$ cat config.mk
export PLATFORM = sky130hd
export DESIGN_NAME = otter_stim_sequencer
export DESIGN_NICKNAME = d
export VERILOG_FILES = /design/src/rtl/otter_stim_pkg.sv /design/src/rtl/otter_stim_match_filter.sv /design/src/rtl/otter_stim_sequencer.sv
export SDC_FILE = /design/constraint.sdc
export NUM_CORES = 1
export LEC_CHECK = 0
export ABC_AREA = 1
export CAP_MARGIN = 20
export CORE_ASPECT_RATIO = 2
export CORE_MARGIN = 2
export CORE_UTILIZATION = 41
export CTS_CLUSTER_DIAMETER = 30
export CTS_CLUSTER_SIZE = 28
export DETAILED_ROUTE_END_ITERATION = 7
export MAX_ROUTING_LAYER = met4
export PLACE_DENSITY = 0.91
export SETUP_SLACK_MARGIN = 0.05
export SLEW_MARGIN = 25
export SYNTH_ARGS = -nofsm -noshare
export SYNTH_HDL_FRONTEND = slang
export SYNTH_SLANG_ARGS = --single-unit
$ cat constraint.sdc
create_clock -name clk -period 2.18 [get_ports clk]
set_input_delay 0.218 -clock clk [delete_from_list [all_inputs] [get_ports clk]]
set_output_delay 0.218 -clock clk [all_outputs]
set_load 0.01 [all_outputs]
$ cat src/rtl/otter_stim_pkg.sv
// otter_stim_pkg: state encoding and default parameters shared by the OTTER stimulus sequencer
package otter_stim_pkg;
   typedef enum logic [2:0] {
      IDLE     = 3'd0,
      HOLD_RST = 3'd1,
      APPLY    = 3'd2,
      WAIT     = 3'd3,
      DONE     = 3'd4
   } stim_state_t;
   localparam int DEF_NUM_SW     = 16;
   localparam int DEF_NUM_LED    = 16;
   localparam int DEF_NUM_STEPS  = 4;
   localparam int DEF_RST_CYCLES = 60;
   localparam int DEF_MATCH_HOLD = 8;
   localparam int DEF_TIMEOUT    = 100000;
endpackage

$ cat src/rtl/otter_stim_match_filter.sv
// otter_stim_match_filter: masked LED compare with stability and timeout counting for one step
module otter_stim_match_filter import otter_stim_pkg::*; #(
   parameter int NUM_LED    = DEF_NUM_LED,
   parameter int MATCH_HOLD = DEF_MATCH_HOLD,
   parameter int TIMEOUT    = DEF_TIMEOUT
) (
   input  logic               clk,
   input  logic               rst,
   input  logic               clear,
   input  logic               en,
   input  logic [NUM_LED-1:0] leds,
   input  logic [NUM_LED-1:0] exp_leds,
   input  logic [NUM_LED-1:0] mask,
   output logic               matched,
   output logic               timed_out
);
   localparam int HW = $clog2(MATCH_HOLD + 1);
   localparam int TW = $clog2(TIMEOUT + 1);
   logic [HW-1:0] hold_cnt;
   logic [TW-1:0] tmo_cnt;
   logic          hit;
   assign hit = ((leds ^ exp_leds) & mask) == '0;
   // both flags fire on the cycle their count reaches the limit, not one later
   assign matched   = en && hit && hold_cnt == HW'(MATCH_HOLD - 1);
   assign timed_out = en && tmo_cnt == TW'(TIMEOUT - 1);
   always_ff @(posedge clk) begin
      if (rst || clear) begin
         hold_cnt <= '0;
         tmo_cnt  <= '0;
      end else if (en) begin
         hold_cnt <= hit ? hold_cnt + 1'b1 : '0;
         tmo_cnt  <= tmo_cnt + 1'b1;
      end
   end
endmodule

$ cat src/rtl/otter_stim_sequencer.sv
// otter_stim_sequencer: resets the OTTER wrapper, applies switch patterns and checks LED responses
module otter_stim_sequencer import otter_stim_pkg::*; #(
   parameter int NUM_SW     = DEF_NUM_SW,
   parameter int NUM_LED    = DEF_NUM_LED,
   parameter int NUM_STEPS  = DEF_NUM_STEPS,
   parameter int RST_CYCLES = DEF_RST_CYCLES,
   parameter int MATCH_HOLD = DEF_MATCH_HOLD,
   parameter int TIMEOUT    = DEF_TIMEOUT
) (
   input  logic                            clk,
   input  logic                            rst,
   input  logic                            start,
   input  logic [NUM_STEPS*NUM_SW-1:0]     sw_patterns,
   input  logic [NUM_STEPS*NUM_LED-1:0]    led_expect,
   input  logic [NUM_LED-1:0]              led_mask,
   input  logic [NUM_LED-1:0]              leds,
   output logic                            dut_rst,
   output logic [NUM_SW-1:0]               switches,
   output logic [$clog2(NUM_STEPS):0]      step_idx,
   output logic                            busy,
   output logic                            done,
   output logic                            pass
);
   localparam int IW = $clog2(NUM_STEPS) + 1;
   localparam int RW = $clog2(RST_CYCLES + 1);
   stim_state_t       state;
   logic [RW-1:0]     rst_cnt;
   logic [NUM_SW-1:0] pattern;
   logic [NUM_LED-1:0] exp_leds;
   logic              matched;
   logic              timed_out;
   assign pattern  = sw_patterns[step_idx*NUM_SW +: NUM_SW];
   assign exp_leds = led_expect[step_idx*NUM_LED +: NUM_LED];
   assign dut_rst  = state == IDLE || state == HOLD_RST;
   assign busy     = state == HOLD_RST || state == APPLY || state == WAIT;
   assign done     = state == DONE;
   otter_stim_match_filter #(
      .NUM_LED    (NUM_LED),
      .MATCH_HOLD (MATCH_HOLD),
      .TIMEOUT    (TIMEOUT)
   ) u_filter (
      .clk       (clk),
      .rst       (rst),
      .clear     (state == APPLY),
      .en        (state == WAIT),
      .leds      (leds),
      .exp_leds  (exp_leds),
      .mask      (led_mask),
      .matched   (matched),
      .timed_out (timed_out)
   );
   always_ff @(posedge clk) begin
      if (rst) begin
         state    <= IDLE;
         rst_cnt  <= '0;
         switches <= '0;
         step_idx <= '0;
         pass     <= 1'b0;
      end else begin
         case (state)
            IDLE, DONE: if (start) begin
               state    <= HOLD_RST;
               rst_cnt  <= '0;
               switches <= '0;
               step_idx <= '0;
               pass     <= 1'b0;
            end
            HOLD_RST: begin
               switches <= '0;
               rst_cnt  <= rst_cnt + 1'b1;
               if (rst_cnt == RW'(RST_CYCLES - 1)) begin
                  rst_cnt <= '0;
                  state   <= APPLY;
               end
            end
            APPLY: begin
               switches <= pattern;
               state    <= WAIT;
            end
            WAIT: if (matched) begin
               // a step that stabilises on its timeout cycle still counts as passed
               if (step_idx == IW'(NUM_STEPS - 1)) begin
                  state    <= DONE;
                  pass     <= 1'b1;
                  step_idx <= IW'(NUM_STEPS);
               end else begin
                  state    <= APPLY;
                  step_idx <= step_idx + 1'b1;
               end
            end else if (timed_out) begin
               state <= DONE;
            end
            default: state <= IDLE;
         endcase
      end
   end
endmodule

# == Word level (Yosys, flattened, before mapping) ==
# Index checks and enable logic that the tools add are counted.
# totals
in_bits,163
output_inout_bits,23
elab_cells,66
ff_bits,50
# op_classes
n_eq_ne,13
muxes,20
reduce_logical,18
shift,2
addsub,4
bitwise_logic,2
# ops
cell,count
64-bit by 8-bit indexed part select with 16-bit output,2
16-bit case mux with 3 select lines,1
3-bit 2-to-1 mux,8
"17-bit by 1-bit adder with 17-bit output, second input constant",1
"17-bit == test, second input constant",1
16-bit bitwise AND,1
16-bit zero test,1
16-bit 2-to-1 mux,1
16-bit bitwise XOR,1
6-bit 2-to-1 mux,2
3-bit case mux with 4 select lines,1
6-bit case mux with 2 select lines,1
"3-bit by 2-bit == test with 1-bit output, second input constant",3
"6-bit by 1-bit adder with 6-bit output, second input constant",1
"6-bit == test, second input constant",1
"2-bit inequality test, second input constant",3
3-bit case mux with 2 select lines,1
3-bit AND reduction,2
"4-bit by 1-bit adder with 4-bit output, second input constant",1
"4-bit by 3-bit == test with 1-bit output, second input constant",1
1-bit logical OR,4
4-bit 2-to-1 mux,1
2-bit AND reduction,2
4-bit AND reduction,1
12 further kinds,17

# == Depth between registers and ports, before layout ==
# logic_depth
ltp_word,8
mapped_depth,18
depth_no_buf,18

# == By module ==
# From an unflattened synthesis, not the netlist that was laid out.
# unflattened
hier_cells,635
area_unflattened_um2,3738.6
# modules_own_cells
mod,area_each_um2,seq_area_each_um2,n_inst,cells_per_inst
otter_stim_sequencer,2327.2,580.6,1,399
otter_stim_match_filter,1411.4,420.4,1,236

# == Least setup slack after synthesis ==
# OpenSTA, ideal clock, no wires.
# synth_timing
path_kind,register to register
start,register state[0]
end,register u_filter.tmo_cnt[15]
setup_ns,0.119
stages_incl_launch_ff,16
slack_ns,0.305
t_arrival_ns,1.756
required_time_ns,2.061
n_path_buf,0
synth_period_minus_slack_ns,1.875
cell_sequence,dfxtp_1 -> inv_2 -> nor3_4 -> inv_4 -> nor2_4 -> nand2_1 -> nor2_2 -> nand2_2 -> nor2_2 -> nand2_1 -> inv_2 -> nand3_2 -> nor2_2 -> nand2_1 -> o21ai_1 -> a21oi_1
# synth_via
elab_chain_cells,2
word_cells_on_any_way,3
classes_between,eq/ne (2); reduce/logical (1)
# synth_rtl
element,line_no,text
"start, declared",otter_stim_sequencer.sv:26,stim_state_t state;
"start signal, assigned",otter_stim_sequencer.sv:54,state <= IDLE;
"start signal, assigned",otter_stim_sequencer.sv:62,state <= HOLD_RST;
"start signal, assigned",otter_stim_sequencer.sv:73,state <= APPLY;
3-bit by 2-bit == test with 1-bit output,otter_stim_sequencer.sv:44,".clear (state == APPLY),"
1-bit logical OR,otter_stim_match_filter.sv:27,if (rst || clear) begin
"end signal, assigned",otter_stim_match_filter.sv:32,tmo_cnt <= tmo_cnt + 1'b1;
"end, declared",otter_stim_match_filter.sv:20,logic [TW-1:0] tmo_cnt;
# Several ways; a longest one is shown, not always the timed one.
# A chain may end at the register's enable or synchronous reset.

# == Final worst setup path ==
# layout_timing
start,register step_idx[0]
end,register state[1]
# layout_via
elab_chain_cells,8
word_cells_on_any_way,12
classes_between,eq/ne (2); shift (1); mux (3); bitwise (2); reduce/logical (4)
# layout_rtl
element,line_no,text
"start, declared",otter_stim_sequencer.sv:19,"output logic [$clog2(NUM_STEPS):0] step_idx,"
"start signal, assigned",otter_stim_sequencer.sv:85,step_idx <= IW'(NUM_STEPS);
"start signal, assigned",otter_stim_sequencer.sv:88,step_idx <= step_idx + 1'b1;
64-bit by 8-bit indexed part select with 16-bit output,otter_stim_sequencer.sv:33,assign exp_leds = led_expect[step_idx*NUM_LED +: NUM_LED];
16-bit bitwise XOR,otter_stim_match_filter.sv:22,assign hit = ((leds ^ exp_leds) & mask) == '0;
16-bit bitwise AND,otter_stim_match_filter.sv:22,
16-bit zero test,otter_stim_match_filter.sv:22,
1-bit logical AND (2 in series),otter_stim_match_filter.sv:24,assign matched = en && hit && hold_cnt == HW'(MATCH_HOLD - 1);
3-bit 2-to-1 mux or 3-bit inequality test (tied branches),-,
3-bit case mux with 4 select lines or 3-bit AND reduction (tied branches),-,
"end signal, assigned",otter_stim_sequencer.sv:62,
"end signal, assigned",otter_stim_sequencer.sv:78,state <= WAIT;
"end signal, assigned",otter_stim_sequencer.sv:83,state <= DONE;
# Several ways; a longest one is shown, not always the timed one.

==> qor.csv <==
metric,value,unit
outcome,finished clean,
synthDistinctLibCells,36,
drive_gt1_share,9.153,%
layout.nets,1041,
rows,49,
die_y,140.0,um
finalHoldViolCount,0,
syn_area,3791,um2
grt-ovfl-total,0,
gp_congestion,0.9713,
syn_avg_cell_area,5.600,um2
ys_seq_area_share,26.40,%
die_x,72.00,um
fin_util,69.55,%
dr.pass1.iters,6,
cp-end-kind,flip-flop,
fillerInstances,715,
cts_tree,done,
worstPathArrival,2340,ps
crit_fanout,14,
multi_input_area,2431,um2
hold-worst-slack,460.2,ps
synthFlopType,dfxtp_1,
grt_max_degree,37,
p_per_area,734.0,nW/um2
drv_cap,0,
p_leak,2.783,nW
drtAntennaViolNets,0,
drc,0,
fin_tns_setup,0,ps
synth.area.top_cells,"dfxtp_1, nand2_1, nor2_1",
regArea,1008,um2
synth_top_cells_by_count,"nand2_1, nor2_1, inv_1",
wl_per_cell,15.01,um
die-area,10080,um2
rr_worst_depth,16,
clk_pin_slew,60,ps
finalMaxSlewViolations,0,
ctsHtreeMaxLevel,2,
drt-total-wl,14670,um
finalCriticalPeriod,2161,ps
skew,7.583,ps
core,9012,um2
vias,5120,
ioPinCount,186,
cp-startpoint,step_idx[0],
rsz0062_at_grt,yes,
synth_fp_nets,845,
reg2reg_from,step_idx[0],
worst_pin_slew,673.9,ps
initial_core_util,42.07,%
clock_path_buffers,2,
ir_drop,0.6104,mV
globalRouteTotalUtil,27.66,%
holdPathStages,2,
cts_root_buffer,clkbuf_16,
cts_made_buffers,5,
required,2360,ps
hold_end,switches[7],
vias_per_cell,5.241,
synth_seq_cells,50,
area.growth.synth_to_final,65.35,%
holdBufCountCts,0,
hp-class,reg -> reg,
async_reset_ff_share,0,%
clkSinkCount,50,
yosys_warnings,0,
hp-start,switches[7],
synth_edf_count,0,
fmax,462.7,MHz
crit_type,reg -> reg,
port_buffers,185,
antenna_found_initial,1,
startpoint_type,flip-flop,
synth_top_area_share,26.40,%
grt_first_pass_wirelength,21690,um
setup_viol,0,
clock_latency,290,ps
period_share,99.14,%
synth_cells,677,
slew-limit-headroom,55.07,%
grt_pass1_vias,4786,
dp_hpwl,10930,um
yosysTopAreaCell,dfxtp_1,
reg2reg_to,state[1],
yosysMostFrequentCell,nand2_1,
r2r_slack,20,ps
drt-initial-drc-count,230,
worst max-delay path: stages, from the launching register on:
cell and delay, ps:
dfxtp_4 430, inv_8 80, buf_12 150, nand2_1 50, nand3_1 90, nand2_1 90
nand3_1 70, nand3_1 120, nand2_1 70, nor2_1 120, nand2_1 90, nor2_2 120
nand3_2 110, nand2_1 110, nand2_1 100, nor2_1 180, nor2_1 70
layout make-up:
class                   count  area share (%)
diodes                      1         0.03992
clock buffers               7           2.275
clock inverters             1         0.07984
inverters                  89           5.529
multi-input cells         510           38.78
flip-flops and latches     50           16.09
well taps                 102           2.036
repair buffers            217           35.17
worst max path at each step:
| stage | to | slack [ps] | cells after the start |
|---|---|---|---|
| floorplan | u_filter.tmo_cnt[15] | 310 | 15 |
| global placement | u_filter.hold_cnt[2] | 20 | 11 |
| detailed placement | step_idx[2] | -3 | 17 |
| CTS | u_filter.tmo_cnt[10] | 60 | 12 |
| global route | state[1] | -120 | 16 |
| finish | state[1] | 20 | 16 |
per-layer routing:
| metal | share of wire [%] | track usage (%) | up-vias |
|---|---|---|---|
| met3 | 6.5 | 4.101 | 42 |
| li1 | - | - | 2554 |
| met5 | 0 | - | - |
| met1 | 35 | 26.85 | 2321 |
| met4 | 4.8 | 14.70 | 0 |
| met2 | 53 | 50.88 | 203 |
placed cells by master (no fill, tap or decap), types with 2 or more instances in the layout:
master / Yosys / final
inv_4: 1 / 2
inv_1: 82 / 82
ha_1: 5 / 5
nor2_1: 87 / 82
o21ai_1: 4 / 5
nor2_4: 1 / 4
nor3_1: 5 / 4
nand3_2: 1 / 4
dfxtp_2: 0 / 3
buf_6: 0 / 2
dfxtp_1: 50 / 46
nor2_2: 3 / 5
xor2_1: 3 / 3
o21ai_2: 0 / 3
nand3_1: 61 / 57
o21ai_0: 51 / 47
nand2_1: 214 / 208
clkdlybuf4s50_1: 0 / 185
o21a_1: 2 / 2
or2_2: 2 / 2
nor3_4: 1 / 2
o22ai_1: 16 / 16
xnor2_1: 2 / 2
clkbuf_16: 0 / 7
nand2_2: 2 / 8
nand4_1: 4 / 4
buf_12: 0 / 5
a21oi_1: 33 / 33
buf_4: 3 / 22
inv_2: 4 / 2
nor4_1: 3 / 3
a41oi_1: 2 / 2
clkinv_1: 2 / 2
what timing repair did:
action,4_1_cts,5_1_grt
endpoints found under the setup margin,11,20
setup buffers,1,7
resized for setup,2,39
cloned,0,2
pin swaps,1,10
flip-flops by register name, indices dropped and copies added, names as in the netlist:
signal,count
switches,16
rst_cnt,6
step_idx,3
pass,1
u_filter.tmo_cnt,17
u_filter.hold_cnt,4
state,3
cells by family after synthesis:
kind of cell,synth area share (%)
adders and majority gates,1.650
buffers and inverters,12.21
and+or+nand+nor,42.24
xor gates and xnor gates,1.155
DFF,26.40
AOI/OAI and AO/OA,16.34
power breakdown:
group | total [mW] | internal (mW) | switching [mW]
combinational | 2.69 | 1.20 | 1.50
clock | 0.788 | 0.456 | 0.332
sequential | 1.12 | 1.02 | 0.0938
stage by stage:
step | power, mW | worst slack (ps) | instances | area, um2
floorplan | 2.537 | 305.5 | 677 | 3791
global placement | 3.542 | 15.89 | 958 | 5873
detailed placement | 3.585 | -3.391 | 958 | 5877
CTS | 4.389 | 57.26 | 967 | 6041
global route | 4.916 | -123.9 | 977 | 6269
finish | 4.601 | 18.72 | 977 | 6269
No activity file was read; power rests on OpenSTA's default activity.
